--- config.mk ---
export PLATFORM = sky130hd
export DESIGN_NAME = spi_sclk_gen
export DESIGN_NICKNAME = d
export VERILOG_FILES = /design/src/rtl/spi_sclk_gen.sv
export SDC_FILE = /design/constraint.sdc
export NUM_CORES = 1
export LEC_CHECK = 0
export BUFFER_PORTS_ARGS = -buffer_cell sky130_fd_sc_hd__buf_2
export CORE_AREA = 2 2 70 99
export DETAILED_ROUTE_END_ITERATION = 12
export DIE_AREA = 0 0 72 101
export PLACE_DENSITY = 0.76
export SYNTH_ARGS = -nofsm -noshare
export SYNTH_HDL_FRONTEND = slang
export SYNTH_SLANG_ARGS = --single-unit
--- constraint.sdc ---
create_clock -name wb_clk_in -period 3.1 [get_ports wb_clk_in]
set_input_delay 0.62 -clock wb_clk_in [delete_from_list [all_inputs] [get_ports wb_clk_in]]
set_output_delay 0.62 -clock wb_clk_in [all_outputs]
set_load 0.05 [all_outputs]
--- src/rtl/spi_sclk_gen.sv ---
// spi_sclk_gen: SPI serial-clock generator for all four CPOL/CPHA modes with mode-resolved strobes
module spi_sclk_gen #(
    parameter int DIV_LEN = 16,
    parameter int CNT_LEN = 7
) (
    input  logic               wb_clk_in,
    input  logic               wb_rst_n,
    input  logic               go,
    input  logic               abort,
    input  logic               cpol,
    input  logic               cpha,
    input  logic [DIV_LEN-1:0] divider,
    input  logic [CNT_LEN-1:0] len,
    output logic               sclk_out,
    output logic               pos_edge,
    output logic               neg_edge,
    output logic               sample_stb,
    output logic               shift_stb,
    output logic [CNT_LEN-1:0] bit_cnt,
    output logic               tip,
    output logic               done
);
    typedef enum logic [1:0] {IDLE, RUN, HOLD} state_e;

    state_e               state_q, state_d;
    logic                 cpol_q, cpha_q, load;
    logic [DIV_LEN-1:0]   div_q, half_q, half_d;
    logic [CNT_LEN-1:0]   len_q, bit_q, bit_d;
    logic [CNT_LEN+1:0]   edge_q, edge_d, edge_n, two_n;
    logic                 sclk_q, sclk_d, pos_q, pos_d, neg_q, neg_d;
    logic                 samp_q, samp_d, shft_q, shft_d, tip_q, tip_d, done_q, done_d;

    // len==0 stands for 2**CNT_LEN bits, so the final edge index is 2**(CNT_LEN+1)
    assign two_n  = (len_q == '0) ? {1'b1, {(CNT_LEN+1){1'b0}}} : {1'b0, len_q, 1'b0};
    assign edge_n = edge_q + (CNT_LEN+2)'(1);

    // next-state, divider, edge and strobe decoding
    always_comb begin
        state_d = state_q;
        half_d  = half_q;
        edge_d  = edge_q;
        bit_d   = bit_q;
        sclk_d  = sclk_q;
        tip_d   = tip_q;
        pos_d   = 1'b0;
        neg_d   = 1'b0;
        samp_d  = 1'b0;
        shft_d  = 1'b0;
        done_d  = 1'b0;
        load    = 1'b0;
        case (state_q)
            IDLE: begin
                sclk_d = cpol;
                tip_d  = 1'b0;
                if (go && !abort) begin
                    load    = 1'b1;
                    half_d  = '0;
                    edge_d  = '0;
                    bit_d   = '0;
                    tip_d   = 1'b1;
                    state_d = RUN;
                end
            end
            RUN: begin
                if (abort) begin
                    state_d = IDLE;
                    tip_d   = 1'b0;
                    sclk_d  = cpol_q;
                end else if (half_q == div_q) begin
                    half_d = '0;
                    edge_d = edge_n;
                    sclk_d = !sclk_q;
                    pos_d  = !sclk_q;
                    neg_d  = sclk_q;
                    // odd edge index = leading edge; the last trailing edge never shifts in mode cpha=0
                    samp_d = edge_n[0] ^ cpha_q;
                    shft_d = cpha_q ? edge_n[0] : (!edge_n[0] && edge_n != two_n);
                    bit_d  = samp_d ? bit_q + CNT_LEN'(1) : bit_q;
                    if (edge_n == two_n)
                        state_d = HOLD;
                end else begin
                    half_d = half_q + DIV_LEN'(1);
                end
            end
            HOLD: begin
                if (abort) begin
                    state_d = IDLE;
                    tip_d   = 1'b0;
                    sclk_d  = cpol_q;
                end else if (half_q == div_q) begin
                    half_d  = '0;
                    done_d  = 1'b1;
                    tip_d   = 1'b0;
                    state_d = IDLE;
                end else begin
                    half_d = half_q + DIV_LEN'(1);
                end
            end
            default: state_d = IDLE;
        endcase
    end

    // state, counters and registered outputs
    always_ff @(posedge wb_clk_in or negedge wb_rst_n) begin
        if (!wb_rst_n) begin
            state_q <= IDLE;
            half_q  <= '0;
            edge_q  <= '0;
            bit_q   <= '0;
            sclk_q  <= 1'b0;
            pos_q   <= 1'b0;
            neg_q   <= 1'b0;
            samp_q  <= 1'b0;
            shft_q  <= 1'b0;
            tip_q   <= 1'b0;
            done_q  <= 1'b0;
        end else begin
            state_q <= state_d;
            half_q  <= half_d;
            edge_q  <= edge_d;
            bit_q   <= bit_d;
            sclk_q  <= sclk_d;
            pos_q   <= pos_d;
            neg_q   <= neg_d;
            samp_q  <= samp_d;
            shft_q  <= shft_d;
            tip_q   <= tip_d;
            done_q  <= done_d;
        end
    end

    // transfer configuration captured at go so mid-transfer changes are ignored
    always_ff @(posedge wb_clk_in or negedge wb_rst_n) begin
        if (!wb_rst_n) begin
            cpol_q <= 1'b0;
            cpha_q <= 1'b0;
            div_q  <= '0;
            len_q  <= '0;
        end else if (load) begin
            cpol_q <= cpol;
            cpha_q <= cpha;
            div_q  <= divider;
            len_q  <= len;
        end
    end

    assign sclk_out   = sclk_q;
    assign pos_edge   = pos_q;
    assign neg_edge   = neg_q;
    assign sample_stb = samp_q;
    assign shift_stb  = shft_q;
    assign bit_cnt    = bit_q;
    assign tip        = tip_q;
    assign done       = done_q;
endmodule

==> qor.txt, run 1 <==
Max-cap violations -> 0
CTS tree -> built
Seq cells post-synth -> 66
HP Class -> in2async
Inserted Clock Buffers -> 9
status -> finished, final reports clean
nets -> 406
dominant cell type by area after synthesis -> dfrtp_1
top cell type's share of synthesized area -> 47.97%
ys flop type -> dfrtp_1
initial antenna violation count -> 0
Top-Level Pins -> 43
Congestion Overflow GR -> 0
hold-fix buffers at CTS -> 0
share of power burned in registers -> 46.3%
VDD IR max -> 0.4907 mV
async set-reset flop share out of synthesis -> 100.0%
Int Pwr -> 1.801 mW
worst path required time -> 3.32 ns
die height -> 101 um
final hold viol count -> 0
Yosys warnings -> 0
RePlAce Congestion -> 0.8493
Vias/cell -> 5.612
count of final setup violators -> 0
initial cell density of the core -> 53.49%
LEAKAGE -> 1.869 nW
Post-DRT Antenna Nets -> 0
Reg clk slew, reported paths -> 0.07 ns
H-tree depth -> 3
crit path launch type -> flop
Final HPWL DP -> 4958 um
RSZ-0062 raised after global routing -> no
Total GRT Usage -> 21.10%
CTS Sinks -> 66
clock share of power -> 24.7%
global-route wire length before repair -> 11780 um
DR iter-0 viols -> 160
final setup skew -> 0.009161 ns
DR pass1 iterations -> 4
Power Dens Cells -> 692.6 mW/mm2
CP Capture Type -> flop
FF-to-FF setup slack -> 0.77 ns
Mapped Area -> 0.003443 mm2
postcts setup bufs -> 0
Seq/Total Area, Yosys -> 47.97%
row count -> 35
clock tree buffer depth -> 2
WS Path Type -> reg2reg
Worst EP arrival -> 2.56 ns
Root Driver -> clkbuf_8
max-slew violations -> 0
core box area -> 0.006437 mm2
# port buffers -> 42
Syn-to-layout area delta -> 13.74%
Gate power share -> 29.0%
Worst-Skew Late Latency -> 0.34 ns
Die ar. -> 0.007272 mm2
syn nets -> 363
crit path max fanout -> 6
Mapped Cells -> 327
post-CTS sizing -> 0
Period minus WS final -> 2.330 ns
max_slew headroom -> 55.51%
fmax -> 429.1 MHz
largest net degree at the start of global routing -> 39
setup TNS -> 0 ns
WL final -> 6973 um
period utilisation layout -> 75.17%
routed len/inst -> 15.53 um
ratio of cells with drive above 1 in the final layout -> 24.53%
count of cell types in the netlist -> 42
Slew @ Worst Pin -> 0.6674 ns
DRC viols -> 0
PnR Total Power -> 2.712 mW
Vias -> 2520
mean area per synthesized cell -> 10.53 um2
Net Sw Power -> 911.6 uW
synth top area cells -> dfrtp_1 48%, mux2_2 8.8%, xor2_1 7.1%
DIE WIDTH -> 72 um
vias in the first global route -> 2552
ANT cells -> 0
number of enable flip-flop cells after synthesis -> 0
Net Sw Frac -> 33.61%
## cell usage in the layout, fill, tap and decap left out, drive strengths merged, types with 3 or more instances in the layout
cell type	n
a21oi	10
and2	3
and3	9
buf	46
clkbuf	14
dfrtp	66
ha	7
inv	6
mux2	28
mux2i	5
nand2	21
nand2b	4
nand3	14
nand4	6
nor2	26
nor2b	5
nor3	5
nor4	9
o21ai	23
xnor2	14
xor2	28
## layer usage
layer / wire length [um] / track usage, % / up-vias
met3: 239 / 5.500 / 17
met4: 186 / 8.708 / 0
met2: 3715 / 36.68 / 56
li1: - / - / 1228
met5: 0 / 0 / -
met1: 2832 / 24.45 / 1219
## worst max-delay path, stage by stage (launching register included)
cell      delay, ns
dfrtp_1        0.44
or4_4          0.57
nor4_4         0.18
xnor3_1        0.35
and4_4         0.19
o211ai_2       0.16
mux2_1         0.33
## Yosys cell counts, drive strengths merged (2+ instances only)
cell and count:
and3 9, xor2 28, nor2 26, o21ai 23, nor3 5, a21oi 10, a22o 2, ha 7
nand2b 4, nand3 14, dfrtp 66, buf 2, nor2b 5, or3 2, nor4b 2, o22ai 2
nand4 6, mux2i 5, mux2 28, a211o 2, and2 3, nand2 21, inv 6, or2 2
xnor2 14, clkbuf 12, nor4 9, a22oi 2
## worst paths after layout
path | startpoint | endpoint | cells past startpoint
min reg2reg | sclk_out$_DFFE_PN0P_ | pos_edge$_DFF_PN0_ | 1
min | wb_rst_n | len_q[1]$_DFFE_PN0P_ | 1
max in group asynchronous | wb_rst_n | div_q[6]$_DFFE_PN0P_ | 2
max reg2reg | len_q[3]$_DFFE_PN0P_ | state_q[0]$_DFFE_PN0P_ | 6
min in group wb_clk_in | sclk_out$_DFFE_PN0P_ | pos_edge$_DFF_PN0_ | 1
max | len_q[3]$_DFFE_PN0P_ | state_q[0]$_DFFE_PN0P_ | 6
## flip-flops by register name, summed over array words and instances, names as in the netlist, 2 cells and up
name,flops
div_q,16
half_q,16
edge_q,9
bit_cnt,7
len_q,7
state_q,2
## area by class of cell
class	count	area (um2)
Clock buffer	14	172.7
Clock inverter	2	10.01
Fill cell	530	2521
Inverter	6	22.52
Multi-Input combinational cell	241	1714
Sequential cell	66	1652
Tap cell	74	92.59
Timing Repair Buffer	46	252.7
## cell families after synthesis
| family | count (synthesis) | synth area share (%) |
|---|---|---|
| muxes | 33 | 10.61 |
| adders and majority gates | 7 | 2.543 |
| DFF | 66 | 47.97 |
| buffers and inverters | 20 | 2.253 |
| xor gates and xnor gates | 43 | 11.34 |
| and+or+nand+nor | 113 | 17.62 |
| AOI/OAI and AO/OA | 45 | 7.667 |
## metrics by stage
step	cell area [um2]	setup slack, ns	utilization (%)	hold slack [ns]	std cells
floorplan	3443	0.8961	-	0.3244	327
global placement	3734	0.8185	58.00	0.4706	433
detailed placement	3734	0.7692	58.00	0.4739	433
CTS	3916	0.7507	60.84	0.3193	449
global route	3916	0.5967	60.84	0.3439	449
finish	3916	0.7697	60.84	0.3014	449
## power groups by stage
| stage | sequential (mW) | clock (mW) | combinational [mW] |
|---|---|---|---|
| floorplan | 1.25 | 0 | 0.606 |
| global placement | 1.26 | 0 | 0.764 |
| finish | 1.26 | 0.670 | 0.786 |
| CTS | 1.26 | 0.680 | 0.793 |
| global route | 1.28 | 0.722 | 0.875 |
| detailed placement | 1.27 | 0 | 0.790 |
No activity file was read; power rests on OpenSTA's default activity.
==> run 2: changes to the inputs <==
--- a/config.mk
+++ b/config.mk
@@ -6,10 +6,10 @@
 export NUM_CORES = 1
 export LEC_CHECK = 0
 export BUFFER_PORTS_ARGS = -buffer_cell sky130_fd_sc_hd__buf_2
-export CORE_AREA = 2 2 70 99
+export CORE_AREA = 2 2 72 102
 export DETAILED_ROUTE_END_ITERATION = 12
-export DIE_AREA = 0 0 72 101
-export PLACE_DENSITY = 0.76
+export DIE_AREA = 0 0 74 104
+export PLACE_DENSITY = 0.75
 export SYNTH_ARGS = -nofsm -noshare
 export SYNTH_HDL_FRONTEND = slang
 export SYNTH_SLANG_ARGS = --single-unit
==> constraint.sdc (replaced) <==
create_clock -name wb_clk_in -period 1.9 [get_ports wb_clk_in]
set_input_delay 0.38 -clock wb_clk_in [delete_from_list [all_inputs] [get_ports wb_clk_in]]
set_output_delay 0.38 -clock wb_clk_in [all_outputs]
set_load 0.05 [all_outputs]
==> run 2 against run 1 <==
  * The flow now finishes with violations (negative setup slack)
  * Critical path depth did not move
  * Sequential cell count is the same
  * Sequential share of layout area fell by 7.3 points
  * Fmax increased by 11%
  * Sequential power is 58% higher
  * First-iteration DRC count increased by 27%
  * Setup slack lost 0.98 ns
  * Clock power increased by 79%
  * Non-clock buffer count grew 59
  * Utilization up 8.7 points
  * Routed wire length grew 18%
  * Critical path type unchanged
  * Critical endpoint unchanged
  * Largest power group unchanged
==> qor.txt, run 2 (synthesis gave the netlist of run 1 again) <==
DRC viols -> 0
met3 wire length -> 259 um
DR pass1 iterations -> 4
Congestion Overflow GR -> 0
FF-to-FF setup slack -> -0.21 ns
worst path required time -> 2.14 ns
hold-fix buffers at CTS -> 0
area of the multi-input gates -> 0.002004 mm2
wl on met1 -> 3198 um
final setup skew -> 0.01084 ns
worst r2r src -> len_q[6]$_DFFE_PN0P_
ANT cells -> 0
# port buffers -> 42
reg2reg path depth -> 6
DP Worst Slack -> -0.2159 ns
PnR Total Power -> 5.088 mW
Worst-Skew Late Latency -> 0.36 ns
crit path launch type -> flop
fmax -> 474.8 MHz
CP Capture Type -> flop
post-route worst setup slack -> -0.2062 ns
ratio of cells with drive above 1 in the final layout -> 44.83%
r2r endpoint -> state_q[0]$_DFFE_PN0P_
count of final setup violators -> 19
CTS tree -> built
uppermost layer routed -> met4
Max-cap violations -> 0
failing checks -> negative setup slack
Vias/cell -> 5.409
max_slew headroom -> 70.90%
WL final -> 8196 um
DIE WIDTH -> 74 um
H-tree depth -> 3
Power Dens Cells -> 1075 mW/mm2
Register Area -> 0.001652 mm2
CTS Sinks -> 66
row count -> 36
initial antenna violation count -> 0
DR iter-0 viols -> 203
final hold viol count -> 0
met2 wire length -> 4560 um
WS Path Type -> reg2reg
crit path max fanout -> 2
max-slew violations -> 0
Total GRT Usage -> 22.59%
LEAKAGE -> 2.232 nW
Top-Level Pins -> 43
biggest regs -> div_q (16), half_q (16), edge_q (9)
commonest cells after routing, fill and taps aside -> 66 x dfrtp_1, 52 x buf_4, 42 x buf_2, 28 x xor2_1, 25 x mux2_2
Die ar. -> 0.007696 mm2
core box area -> 0.006802 mm2
nets -> 466
VDD IR max -> 0.5281 mV
Root Driver -> clkbuf_8
routed len/inst -> 15.46 um
HP Class -> in2async
Post-DRT Antenna Nets -> 0
initial cell density of the core -> 50.63%
Vias -> 2867
Slew @ Worst Pin -> 0.4357 ns
RePlAce Congestion -> 0.8685
Worst EP arrival -> 2.34 ns
clock tree buffer depth -> 2
largest net degree at the start of global routing -> 67
status -> complete, but fails checks
Reg clk slew, reported paths -> 0.07 ns
Final HPWL DP -> 5490 um
Syn-to-layout area delta -> 37.43%
vias in the first global route -> 2962
RSZ-0062 raised after global routing -> yes
fill count -> 501
period utilisation layout -> 110.9%
Inserted Clock Buffers -> 9
Period minus WS final -> 2.106 ns
die height -> 104 um
global-route wire length before repair -> 13280 um
commonest non-fill, non-tap cell in the layout -> dfrtp_1
[run 2: changes by cell type in the layout (fill, tap and decap cells not counted), sizes merged]
| cell | before | now |
|---|---|---|
| buf | 46 | 105 |
| clkinv | 2 | 1 |
| a211o | 2 | 3 |
| bufinv | 0 | 1 |
[run 2: metal layers]
metal | up-vias | GRT usage (%)
li1 | 1352 | -
met1 | 1459 | 25.35
met2 | 43 | 38.78
met3 | 13 | 5.136
met4 | 0 | 11.30
met5 | - | 0
[run 2: through the flow]
stage | util [%] | instance area [um2] | TNS [ns] | hold slack, ns | instances
6_report | 69.57 | 4732 | -1.576 | 0.02728 | 530
5_1_grt | 69.57 | 4732 | -3.194 | 0.05059 | 530
4_1_cts | 67.53 | 4593 | -1.137 | 0.03166 | 528
3_5_place_dp | 61.98 | 4215 | -2.918 | 0.4242 | 508
3_3_place_gp | 61.98 | 4215 | -2.051 | 0.4250 | 508
2_1_floorplan | - | 3498 | -0.1608 | 0.08441 | 327
[run 2: what timing repair did]
item                       CTS  global route
gates cloned                 1             0
setup buffers                3             4
setup endpoints to repair   35            35
pin swaps                   19            14
gates resized for setup     30            30
[run 2: critical path, cell delays in order (launching register included)]
cell and delay (ns):
dfrtp_1 0.37, or4_4 0.55, nor4_4 0.16, xnor3_1 0.24, and4_4 0.19, o211ai_2 0.17, mux2_4 0.31
[run 2: layout make-up]
| cell class | count | share of cell area [%] |
|---|---|---|
| Timing Repair Buffer | 105 | 15.57 |
| Tap cell | 95 | 2.512 |
| Clock inverter | 2 | 0.7403 |
| Multi-Input combinational cell | 242 | 42.36 |
| Clock buffer | 14 | 3.437 |
| Sequential cell | 66 | 34.90 |
| Inverter | 6 | 0.4759 |
[run 2: power by group]
group	total, mW	internal [mW]	switching, mW
Sequential	1.99	1.73	0.256
Clock	1.20	0.678	0.520
Combinational	1.90	0.953	0.948
Total	5.09	3.36	1.72
[run 2: how the worst max path moves through the flow]
stage,cells past startpoint,start,end
final,6,len_q[6]$_DFFE_PN0P_,state_q[0]$_DFFE_PN0P_
after global routing,6,len_q[6]$_DFFE_PN0P_,state_q[0]$_DFFE_PN0P_
after CTS,6,len_q[6]$_DFFE_PN0P_,state_q[0]$_DFFE_PN0P_
after detailed placement,6,len_q[6]$_DFFE_PN0P_,state_q[0]$_DFFE_PN0P_
after global placement,6,len_q[6]$_DFFE_PN0P_,state_q[0]$_DFFE_PN0P_
after floorplan,6,len_q[6]$_DFFE_PN0P_,state_q[0]$_DFFE_PN0P_
==> run 3: changes to the inputs <==
--- a/config.mk
+++ b/config.mk
@@ -10,6 +10,7 @@
 export DETAILED_ROUTE_END_ITERATION = 12
 export DIE_AREA = 0 0 74 104
 export PLACE_DENSITY = 0.75
+export RECOVER_POWER = 50
 export SYNTH_ARGS = -nofsm -noshare
 export SYNTH_HDL_FRONTEND = slang
 export SYNTH_SLANG_ARGS = --single-unit
==> constraint.sdc (replaced) <==
create_clock -name wb_clk_in -period 1.9 [get_ports wb_clk_in]
set_input_delay 0.19 -clock wb_clk_in [delete_from_list [all_inputs] [get_ports wb_clk_in]]
set_output_delay 0.19 -clock wb_clk_in [all_outputs]
set_load 0.05 [all_outputs]
==> run 3 against run 2 <==
  * The flow still finishes with violations (negative setup slack)
  * Sequential share of layout area grew 0.18 points
  * Die area stayed put
  * Final area shrank 0.50%
  * Count of clock-buffer cells in the layout shrank 2
  * Fmax fell by 0.32%
  * Register-to-register slack hardly changed
  * Total power grew 1.0%
==> qor.txt, run 3 (synthesis gave the netlist of run 1 again) <==
Total GRT Usage -> 22.50%
ANT cells -> 0
Reg clk slew, reported paths -> 0.07 ns
Worst EP arrival -> 2.34 ns
DR pass1 iterations -> 4
fmax -> 473.3 MHz
Power Dens Cells -> 1092 mW/mm2
failing checks -> negative setup slack
global-route wire length before repair -> 13340 um
LEAKAGE -> 2.242 nW
final hold viol count -> 0
Vias/cell -> 5.392
Top-Level Pins -> 43
Root Driver -> clkbuf_8
wl on met1 -> 3148 um
Final Instance Count excl. Fillers -> 533
Syn-to-layout area delta -> 36.74%
Final HPWL DP -> 5584 um
final setup skew -> 0.01261 ns
Congestion Overflow GR -> 0
row count -> 36
Post-DRT Antenna Nets -> 0
nets -> 469
Vias -> 2874
max-slew violations -> 0
DRC viols -> 0
met2 wire length -> 4502 um
commonest cells after routing, fill and taps aside -> 66 x dfrtp_1, 58 x buf_4, 42 x buf_2, 28 x xor2_1, 25 x mux2_2
count of final setup violators -> 8
H-tree depth -> 3
vias in the first global route -> 3011
Slew @ Worst Pin -> 0.8829 ns
crit path launch type -> flop
clock tree buffer depth -> 2
ratio of cells with drive above 1 in the final layout -> 42.69%
routed len/inst -> 15.33 um
Placed Instances -> 512
status -> complete, but fails checks
worst path required time -> 2.13 ns
DIE WIDTH -> 74 um
CP max stage cell -> or4_4
DR iter-0 viols -> 125
biggest regs -> div_q (16), half_q (16), edge_q (9)
die height -> 104 um
CTS tree -> built
crit path max fanout -> 2
# port buffers -> 42
uppermost layer routed -> met4
Max-cap violations -> 0
Inserted Clock Buffers -> 9
post-route worst setup slack -> -0.2129 ns
WL final -> 8170 um
CP Capture Type -> flop
Max stage delay on crit path -> 0.55 ns
largest net degree at the start of global routing -> 67
RePlAce Congestion -> 0.8842
VDD IR max -> 0.9563 mV
DP Worst Slack -> -0.2061 ns
Period minus WS final -> 2.113 ns
Fin Hold WS -> 0.06236 ns
core box area -> 0.006802 mm2
Die ar. -> 0.007696 mm2
commonest non-fill, non-tap cell in the layout -> dfrtp_1
HP Class -> in2reg
CTS Sinks -> 66
RSZ-0062 raised after global routing -> yes
WS Path Type -> reg2reg
Cell Chain, Critical Path -> or4_4 > nor4_4 > xnor3_1 > and4_4 > o211ai_2 > mux2_4
met3 wire length -> 237 um
Worst-Skew Late Latency -> 0.35 ns
initial antenna violation count -> 0
max_slew headroom -> 41.14%
initial cell density of the core -> 50.63%
period utilisation layout -> 111.2%
==> run 3: cell count changes in the layout (fill, tap and decap cells not counted), sizes merged <==
| cell | change |
|---|---|
| buf | +2 |
| a211o | -1 |
| clkbuf | -1 |
| clkinvlp | +2 |
| dlygate4sd3 | +1 |
==> run 3: final timing paths <==
kind,startpoint,depth (start not counted),slack (ns),to
setup / recovery,len_q[6]$_DFFE_PN0P_,6,-0.21,state_q[0]$_DFFE_PN0P_
hold / removal,divider[13],2,0.06,div_q[13]$_DFFE_PN0P_
setup reg to reg,len_q[6]$_DFFE_PN0P_,6,-0.21,state_q[0]$_DFFE_PN0P_
hold reg to reg,tip$_DFFE_PN0P_,2,0.47,tip$_DFFE_PN0P_
max in group asynchronous,wb_rst_n,3,0.71,half_q[7]$_DFFE_PN0P_
min in group asynchronous,wb_rst_n,3,0.62,edge_q[7]$_DFFE_PN0P_
==> run 3: worst max-delay path, delay by kind of cell, from the launching register on <==
kind / cells / cell delay, ns
mux: 1 / 0.31
xor+xnor: 1 / 0.26
simple gates: 3 / 0.89
compound gates: 1 / 0.15
flops: 1 / 0.38
==> run 3: area by class of cell <==
cell class / count / area [um2]
flip-flops and latches: 66 / 1652
inverters: 6 / 22.52
clock buffers: 12 / 155.1
fillers: 497 / 2093
well taps: 95 / 118.9
repair buffers: 109 / 742.0
multi-input cells: 241 / 1968
clock inverters: 4 / 50.05
==> run 3: where the power goes <==
part	total, mW	switching [mW]	internal, mW
Sequential	1.99	0.256	1.73
Combinational	1.92	0.955	0.970
Clock	1.23	0.551	0.676
Total	5.14	1.76	3.38
==> run 3: metal layers <==
metal,track usage (%),up-vias
met4,12.86,0
met1,24.76,1424
met3,3.391,24
met2,39.48,73
li1,-,1353
met5,0,-
==> run 3: repair_timing <==
action / CTS / global route
pin swaps: 13 / 18
hold buffers: 1 / 0
gates resized for setup: 15 / 31
setup buffers: 3 / 1
endpoints found under the hold margin: 66 / 0
setup endpoints to repair: 32 / 38
==> run 3: stage by stage <==
| step | total power [mW] | util (%) | instance area, um2 | setup TNS (ns) |
|---|---|---|---|---|
| after floorplan | 3.070 | - | 3498 | -0.1608 |
| after global placement | 3.631 | 62.42 | 4245 | -1.487 |
| after detailed placement | 3.706 | 62.42 | 4245 | -2.151 |
| after CTS | 5.025 | 67.03 | 4559 | -1.262 |
| after global routing | 5.421 | 69.22 | 4708 | -2.054 |
| final | 5.139 | 69.22 | 4708 | -0.5040 |
